**config.mk**
```make
export PLATFORM = sky130hd
export DESIGN_NAME = echo_indication_serializer
export DESIGN_NICKNAME = d
export VERILOG_FILES = /design/src/rtl/echo_indication_serializer.sv
export SDC_FILE = /design/constraint.sdc
export NUM_CORES = 1
export LEC_CHECK = 0
export BUFFER_PORTS_ARGS = -buffer_cell sky130_fd_sc_hd__buf_2
export CAP_MARGIN = 40
export CORE_ASPECT_RATIO = 0.5
export CORE_UTILIZATION = 50
export CTS_BUF_LIST = sky130_fd_sc_hd__clkbuf_4 sky130_fd_sc_hd__clkbuf_8
export DETAILED_ROUTE_END_ITERATION = 10
export GPL_ROUTABILITY_DRIVEN = 0
export PLACE_DENSITY = 0.74
export SLEW_MARGIN = 30
export SYNTH_ARGS = -nofsm -noshare
export SYNTH_HDL_FRONTEND = slang
export SYNTH_SLANG_ARGS = --single-unit
```
**constraint.sdc**
```tcl
create_clock -name CLK -period 6.2 [get_ports CLK]
set_input_delay 0.31 -clock CLK [delete_from_list [all_inputs] [get_ports CLK]]
set_output_delay 0.31 -clock CLK [all_outputs]
set_load 0.02 [all_outputs]
```
**src/rtl/echo_indication_serializer.sv**
```systemverilog
// echo_indication_serializer: buffers 96-bit indication messages and emits each as header/meth/v words.
// Messages with a zero tag are dropped at the input and only counted.
module echo_indication_serializer #(
    parameter int DEPTH     = 2,
    parameter int MSG_WORDS = 3
) (
    input  logic        CLK,
    input  logic        RST,
    input  logic        pipe_enq_ena,
    input  logic [95:0] pipe_enq_v,
    output logic        pipe_enq_rdy,
    output logic        out_enq_ena,
    output logic [31:0] out_enq_v,
    input  logic        out_enq_rdy,
    output logic [31:0] msg_count,
    output logic [15:0] drop_count
);
    localparam int AW = $clog2(DEPTH);
    localparam logic [AW:0] PONE = 1;
    localparam logic [AW:0] FULL_DIFF = {1'b1, {AW{1'b0}}};

    typedef enum logic [1:0] {HDR, METH, VAL} word_e;

    logic [95:0] mem_q [DEPTH];
    logic [95:0] mem_d [DEPTH];
    logic [AW:0] wr_ptr_q, wr_ptr_d, rd_ptr_q, rd_ptr_d;
    word_e       w_q, w_d;
    logic [31:0] msg_count_q, msg_count_d;
    logic [15:0] drop_count_q, drop_count_d;
    logic        full, empty, push, tag_zero;
    logic [95:0] head;

    assign full         = (wr_ptr_q ^ rd_ptr_q) == FULL_DIFF;
    assign empty        = wr_ptr_q == rd_ptr_q;
    assign pipe_enq_rdy = !full;
    assign push         = pipe_enq_ena && !full;
    assign tag_zero     = pipe_enq_v[31:0] == 32'd0;
    assign head         = mem_q[rd_ptr_q[AW-1:0]];
    assign out_enq_ena  = !empty && out_enq_rdy;
    assign out_enq_v    = !out_enq_ena ? 32'd0 :
                          w_q == HDR    ? {head[15:0], 16'(MSG_WORDS)} :
                          w_q == METH   ? head[63:32] : head[95:64];
    assign msg_count    = msg_count_q;
    assign drop_count   = drop_count_q;

    always_comb begin
        mem_d        = mem_q;
        wr_ptr_d     = wr_ptr_q;
        rd_ptr_d     = rd_ptr_q;
        w_d          = w_q;
        msg_count_d  = msg_count_q;
        drop_count_d = drop_count_q;
        if (push && tag_zero)
            drop_count_d = drop_count_q == 16'hFFFF ? drop_count_q : drop_count_q + 16'd1;
        if (push && !tag_zero) begin
            mem_d[wr_ptr_q[AW-1:0]] = pipe_enq_v;
            wr_ptr_d = wr_ptr_q + PONE;
        end
        // the head entry is released only once its final word has transferred
        if (out_enq_ena) begin
            w_d = w_q == HDR ? METH : w_q == METH ? VAL : HDR;
            if (w_q == VAL) begin
                rd_ptr_d    = rd_ptr_q + PONE;
                msg_count_d = msg_count_q + 32'd1;
            end
        end
    end

    always_ff @(posedge CLK) begin
        if (RST) begin
            wr_ptr_q     <= '0;
            rd_ptr_q     <= '0;
            w_q          <= HDR;
            msg_count_q  <= '0;
            drop_count_q <= '0;
        end else begin
            wr_ptr_q     <= wr_ptr_d;
            rd_ptr_q     <= rd_ptr_d;
            w_q          <= w_d;
            msg_count_q  <= msg_count_d;
            drop_count_q <= drop_count_d;
        end
        mem_q <= mem_d;
    end
endmodule

```
# Word level (Yosys, flattened, before mapping)
# Cells that the tools add are included.
# Widths: inputs -> output; s select.
word_totals:
  reg_bits: 246
  latchBits: 0
  ram_bits: 0
  mem_bits_ro: 0
  in_bits: 100
  output_inout_bits: 82
  wordCells: 46
  mem_count: 0
op_classes:
  add_sub_neg: 4
  mul: 0
  n_div: 0
  n_lt_le_gt_ge: 3
  n_eq_ne: 5
  n_shift: 0
  muxes: 11
  n_bitwise: 4
  reduce_logical: 12
op_table:
  columns: ["operator", "count"]
  rows:
  - ["$mux 96", 4]
  - ["$bwmux 192", 1]
  - ["$demux 96 s1", 1]
  - ["$mux 32", 3]
  - ["$add 32x1->32 const B", 1]
  - ["$logic_not 32->1", 1]
  - ["$add 16x1->16 const B", 1]
  - ["$eq 16x16->1 const B", 1]
  - ["$logic_and 1x1->1", 5]
  - ["$add 2x1->2 const B", 2]
  - ["$eq 2x2->1 const B", 2]
  - ["$ge 2x2->1 const B", 2]
  - ["$mux 2", 2]
  - ["$not 1->2", 2]
  - ["$reduce_and 2->1", 2]
  - ["$logic_not 1->1", 3]
  - ["$eq 2x1->1 const B", 1]
  - ["$eq 2x2->1", 1]
  - ["$logic_not 2->1", 1]
  - ["$lt 2x1->1 const B", 1]
  - ["$xor 2x2->2", 1]
  - ["$not 1->1", 1]

# Longest topological paths before layout
logic_depth:
  ltp_word: 7
  depth_mapped: 8
  depth_no_buf: 6

# Worst setup path after synthesis
# Ideal clock, no wire load.
synth_timing:
  path_kind: "register to register"
  startpoint: "register rd_ptr_q[0]"
  endpoint: "register mem_q[100] in the netlist's numbering, enable pin"
  setup_ns: 0.519
  arrival_ns: 4.549
  required_ns: 5.681
  path_slack_ns: 1.131
  stages_incl_launch_ff: 7
  path_buffers: 2
  period_less_slack_ns: 5.069
  cell_sequence: "dfxtp_1 > buf_2 > buf_2 > xnor2_1 > a21boi_0 > o21ai_0 > nor2_1"
synth_between:
  elab_chain_cells: 5
synth_rtl:
  columns: ["item", "line", "text"]
  rows:
  - ["start: declaration", "26", "logic [AW:0] wr_ptr_q, wr_ptr_d, rd_ptr_q, rd_ptr_d;"]
  - ["start signal: assignment", "78", "rd_ptr_q <= rd_ptr_d;"]
  - ["$xor 2x2->2", "33", "assign full = (wr_ptr_q ^ rd_ptr_q) == FULL_DIFF;"]
  - ["$eq 2x2->1", "33", null]
  - ["$logic_not 1->1", "36", "assign push = pipe_enq_ena && !full;"]
  - ["$logic_and 1x1->1", "36", null]
  - ["$logic_and 1x1->1", "55", "if (push && !tag_zero) begin"]
  - ["end signal: assignment", "83", "mem_q <= mem_d;"]
  - ["end: declaration", "24", "logic [95:0] mem_q [DEPTH];"]
# No other way between the ends.
# A chain may end at the register's enable or synchronous reset.

# Worst setup path after layout
layout_timing:
  startpoint: "register w_q[0]"
  endpoint: "output port out_enq_v[24]"
layout_between:
  elab_chain_cells: 4
  word_cells_on_any_way: 5
  cone_classes: "eq/ne: 1; mux: 3; reduce/logical: 1"
layout_rtl:
  columns: ["item", "line", "text"]
  rows:
  - ["start: declaration", "27", "word_e w_q, w_d;"]
  - ["start signal: assignment", "79", "w_q <= w_d;"]
  - ["$eq 2x1->1", "42", "w_q == METH ? head[63:32] : head[95:64];"]
  - ["$mux 32", "42", null]
  - ["$mux 32 *", "41", "w_q == HDR ? {head[15:0], 16'(MSG_WORDS)} :"]
  - ["$mux 32 *", "40", "assign out_enq_v = !out_enq_ena ? 32'd0 :"]
  - ["end: declaration", "13", "output logic [31:0] out_enq_v,"]
# Mark *: on every way between the ends. The rest lies on a longest branch, timed or not.

==> key figures <==
Synthesis
  • Unique masters post-synth: 42
  • Compound-cell area share of the yosys netlist: under 10%
  • Area contributors post-synth: edfxtp_1 55%, dfxtp_1 12%, a21oi_1 3.6%, mux4_2 3.3%, mux2i_1 3.0%
  • Yosys reg bits: around 210
  • Post-synth top area cell: edfxtp_1
  • Yosys warnings: 0
  • Syn avg cell area: 13.0 um2
  • Synth top area share: between 50 and 60%
  • XOR/XNOR Fraction of Synth Area: about 2.2%
  • Syn Inst Count: between 600 and 700
  • Sequential cell area fraction in the yosys report: around two thirds
  • Largest family of logic cells by synthesized area: simple AND/OR/NAND/NOR gates
  • Post-Synth Adder-Cell Area: less than 1%
  • Mux cell area share after synthesis: between 6 and 7%
  • Synthesized area: 0.00877 mm2
  • Simple-gate share of the synthesized area: between 10% and 20%
  • Syn nets: ~780

Critical path
  • Critical setup path kind: reg2out
  • CP Capture Type: output pin
  • Crit start category: register
  • Critical Path AT: around 3.4 ns
  • Max Fanout on Critical Path: 14
  • Crit path required time: 5.89 ns

Routing
  • Vias/cell: 5.51
  • Via count: 6,548
  • DRC errors left: 0
  • Detailed Route WL: just over 20,000 um
  • Drt wl/cell: between 15 and 20 um
  • First-pass iteration count of the detailed router: 4
  • ANT nets after route: 0
  • DRT iter0 DRCs: about 350

GRT
  • First-pass GRT wire length: ~32,000 um
  • Vias in the first global route: approximately 6,500
  • Initial antenna violation count: 0
  • Aggregate global-route resource usage: 23.0%
  • Global route overflow: 0
  • Largest net degree at the start of global routing: 53

Layout
  • Fraction of layout cells with a size suffix above 1: between 20 and 30%
  • Area delta synth->final: 29.5%
  • Antenna Cells: 0
  • Core Util, Final: around two thirds
  • Most frequent cells in the layout: 181 x buf_2, 160 x edfxtp_1, 80 x dlygate4sd3_1, 63 x a21oi_1, 62 x nand2_1
  • Nets: 1,046
  • Filler cells: between 1,000 and 1,500
  • Post-route insts no fill: ~1,200
  • Most common cell after layout, fill and taps aside: buf_2

Worst hold path
  • HP Class: in2reg

Clocking
  • H-Tree Level Count: 1
  • Clk buf depth: 3
  • Post-CTS repair timing setup buffer count: 0
  • Root buffer cell: clkbuf_8
  • CTS Buf Count: 30
  • CTS tree: built
  • CTS clock-pin slew for the worst setup and hold paths: 0.07 ns
  • Worst skew pair latency: about 0.57 ns
  • Number of clock sinks: ~210

STA
  • Unrepaired setup endpoints after global routing: false
  • Crit share post-route: about three fifths
  • Finish-stage setup viols: 0
  • Final clock skew: 0.0196 ns
  • Crit path time final: approximately 3.7 ns
  • Max Clock Freq: between 0.2 and 0.3 GHz
  • Final hold violations: 0
  • Final slew viol count: 0
  • Rel. slew slack: 49.1%
  • Actual slew at the worst max-slew pin: 0.763 ns
  • TNS Setup: 0 ns

Floorplan
  • Total number of placement rows: 33
  • Die X-Extent: approximately 190 um
  • Die area: ~0.018 mm2
  • # IOs: between 150 and 200
  • Core ar.: about 0.017 mm2
  • Chip height: 95.7 um
  • Initial Utilization: 52.3%

Placement
  • Port-buffer cells: ~180
  • Placed cells: 1,059
  • Detail Placement HPWL: between 10,000 and 15,000 um

Outcome
  • Status: finished clean

Power
  • VDD IR max: approximately 170 uV
  • Power per Cell Area: between 200 and 300 mW/mm2
  • P_leak: 4.10 nW

Job
  • Max-Cap Viols: 0
==> registers in the layout, summed over array words and instances, names as in the netlist <==
register	flops
drop_count	16
mem_q	160
msg_count	32
rd_ptr_q	2
w_q	2
wr_ptr_q	2
==> where the power goes <==
group          total (W)  switching [W]  internal, W
combinational   0.000317       0.000185     0.000132
sequential       0.00167      0.0000257      0.00164
clock            0.00109       0.000525     0.000570
==> synthesized netlist by cell type <==
| library cell | number |
|---|---|
| buf_2 | 4 |
| mux2i_1 | 26 |
| a311oi_1 | 1 |
| nand3_1 | 22 |
| nor2_1 | 31 |
| nand2b_1 | 1 |
| nand4b_1 | 1 |
| nor2b_1 | 15 |
| and3_1 | 6 |
| or4_1 | 11 |
| a2111o_1 | 1 |
| dfxtp_1 | 54 |
| nand3b_1 | 1 |
| and2_1 | 2 |
| edfxtp_1 | 160 |
| or2_2 | 1 |
| nand2_1 | 62 |
| nor3_1 | 7 |
| ha_1 | 2 |
| xor2_1 | 11 |
| o21ba_2 | 1 |
| clkbuf_1 | 24 |
| o31ai_1 | 11 |
| nand4_1 | 16 |
| o21ai_1 | 2 |
| o2111ai_1 | 2 |
| xor2_2 | 1 |
| mux4_2 | 13 |
| a211oi_1 | 27 |
| xnor2_1 | 9 |
| a21boi_0 | 1 |
| inv_1 | 10 |
| o21ai_0 | 27 |
| o211ai_1 | 2 |
| mux2_2 | 3 |
| buf_1 | 6 |
| and4_1 | 3 |
| a221oi_1 | 2 |
| nor4_1 | 10 |
| nor3_2 | 1 |
| a21oi_1 | 63 |
| or3_1 | 21 |
==> routing by layer <==
layer | wire, um | global-route usage [%] | vias to the layer above | part of all wire, %
li1 | - | - | 3130 | -
met1 | 8990 | 29.4 | 3194 | 43
met2 | 10100 | 39.7 | 192 | 49
met3 | 1280 | 5.08 | 32 | 6.2
met4 | 384 | 7.66 | 0 | 1.9
met5 | 0 | 0 | - | 0
==> what timing repair did <==
action	4_1_cts	5_1_grt
hold buffers	80	0
hold endpoints to repair	160	0
setup endpoints to repair	0	0
resized for setup	0	0
==> kinds of logic after synthesis <==
| kind of cell | Yosys count |
|---|---|
| AOI/OAI and AO/OA | 140 |
| xor gates and xnor gates | 21 |
| adders and majority gates | 2 |
| buffers and inverters | 44 |
| DFF | 214 |
| muxes | 42 |
| and+or+nand+nor | 211 |
==> worst paths after layout <==
check,startpoint,endpoint,slack [ns],cells after the start
max,w_q[0],out_enq_v[24],2.54,8
min,RST,msg_count[2],0.19,2
max reg2reg,rd_ptr_q[0],mem_q[149],3.51,6
min reg2reg,msg_count[31],msg_count[31],0.49,2
==> stage by stage <==
step	instance area, um2	hold WS [ns]	setup WS (ns)	power (W)
finish	11400	0.188	2.54	0.00308
global route	11400	0.200	2.39	0.00318
CTS	11400	0.170	2.53	0.00309
detailed placement	9970	0.478	3.11	0.00197
global placement	9910	0.470	3.19	0.00196
floorplan	8770	0.409	1.13	0.00186
==> area by class of cell <==
type / instances / area [um2] / area share, %
clock buffer: 45 / 557 / 4.90
clock inverter: 5 / 32.5 / 0.286
inverter: 10 / 38.8 / 0.341
multi-input combinational: 416 / 2740 / 24.1
sequential: 214 / 5890 / 51.8
tap: 227 / 284 / 2.50
timing repair buffer: 272 / 1820 / 16.0
==> worst max-delay path, cell delays in order (launching register included) <==
cell and delay [ns]:
dfxtp_1 0.69, buf_4 0.33, nor2b_1 0.59, buf_4 0.30, nand2_1 0.07, a21oi_1 0.17, a211oi_1 0.11, a211oi_1 0.30
buf_2 0.22
Power figures use the tool's default switching activity.
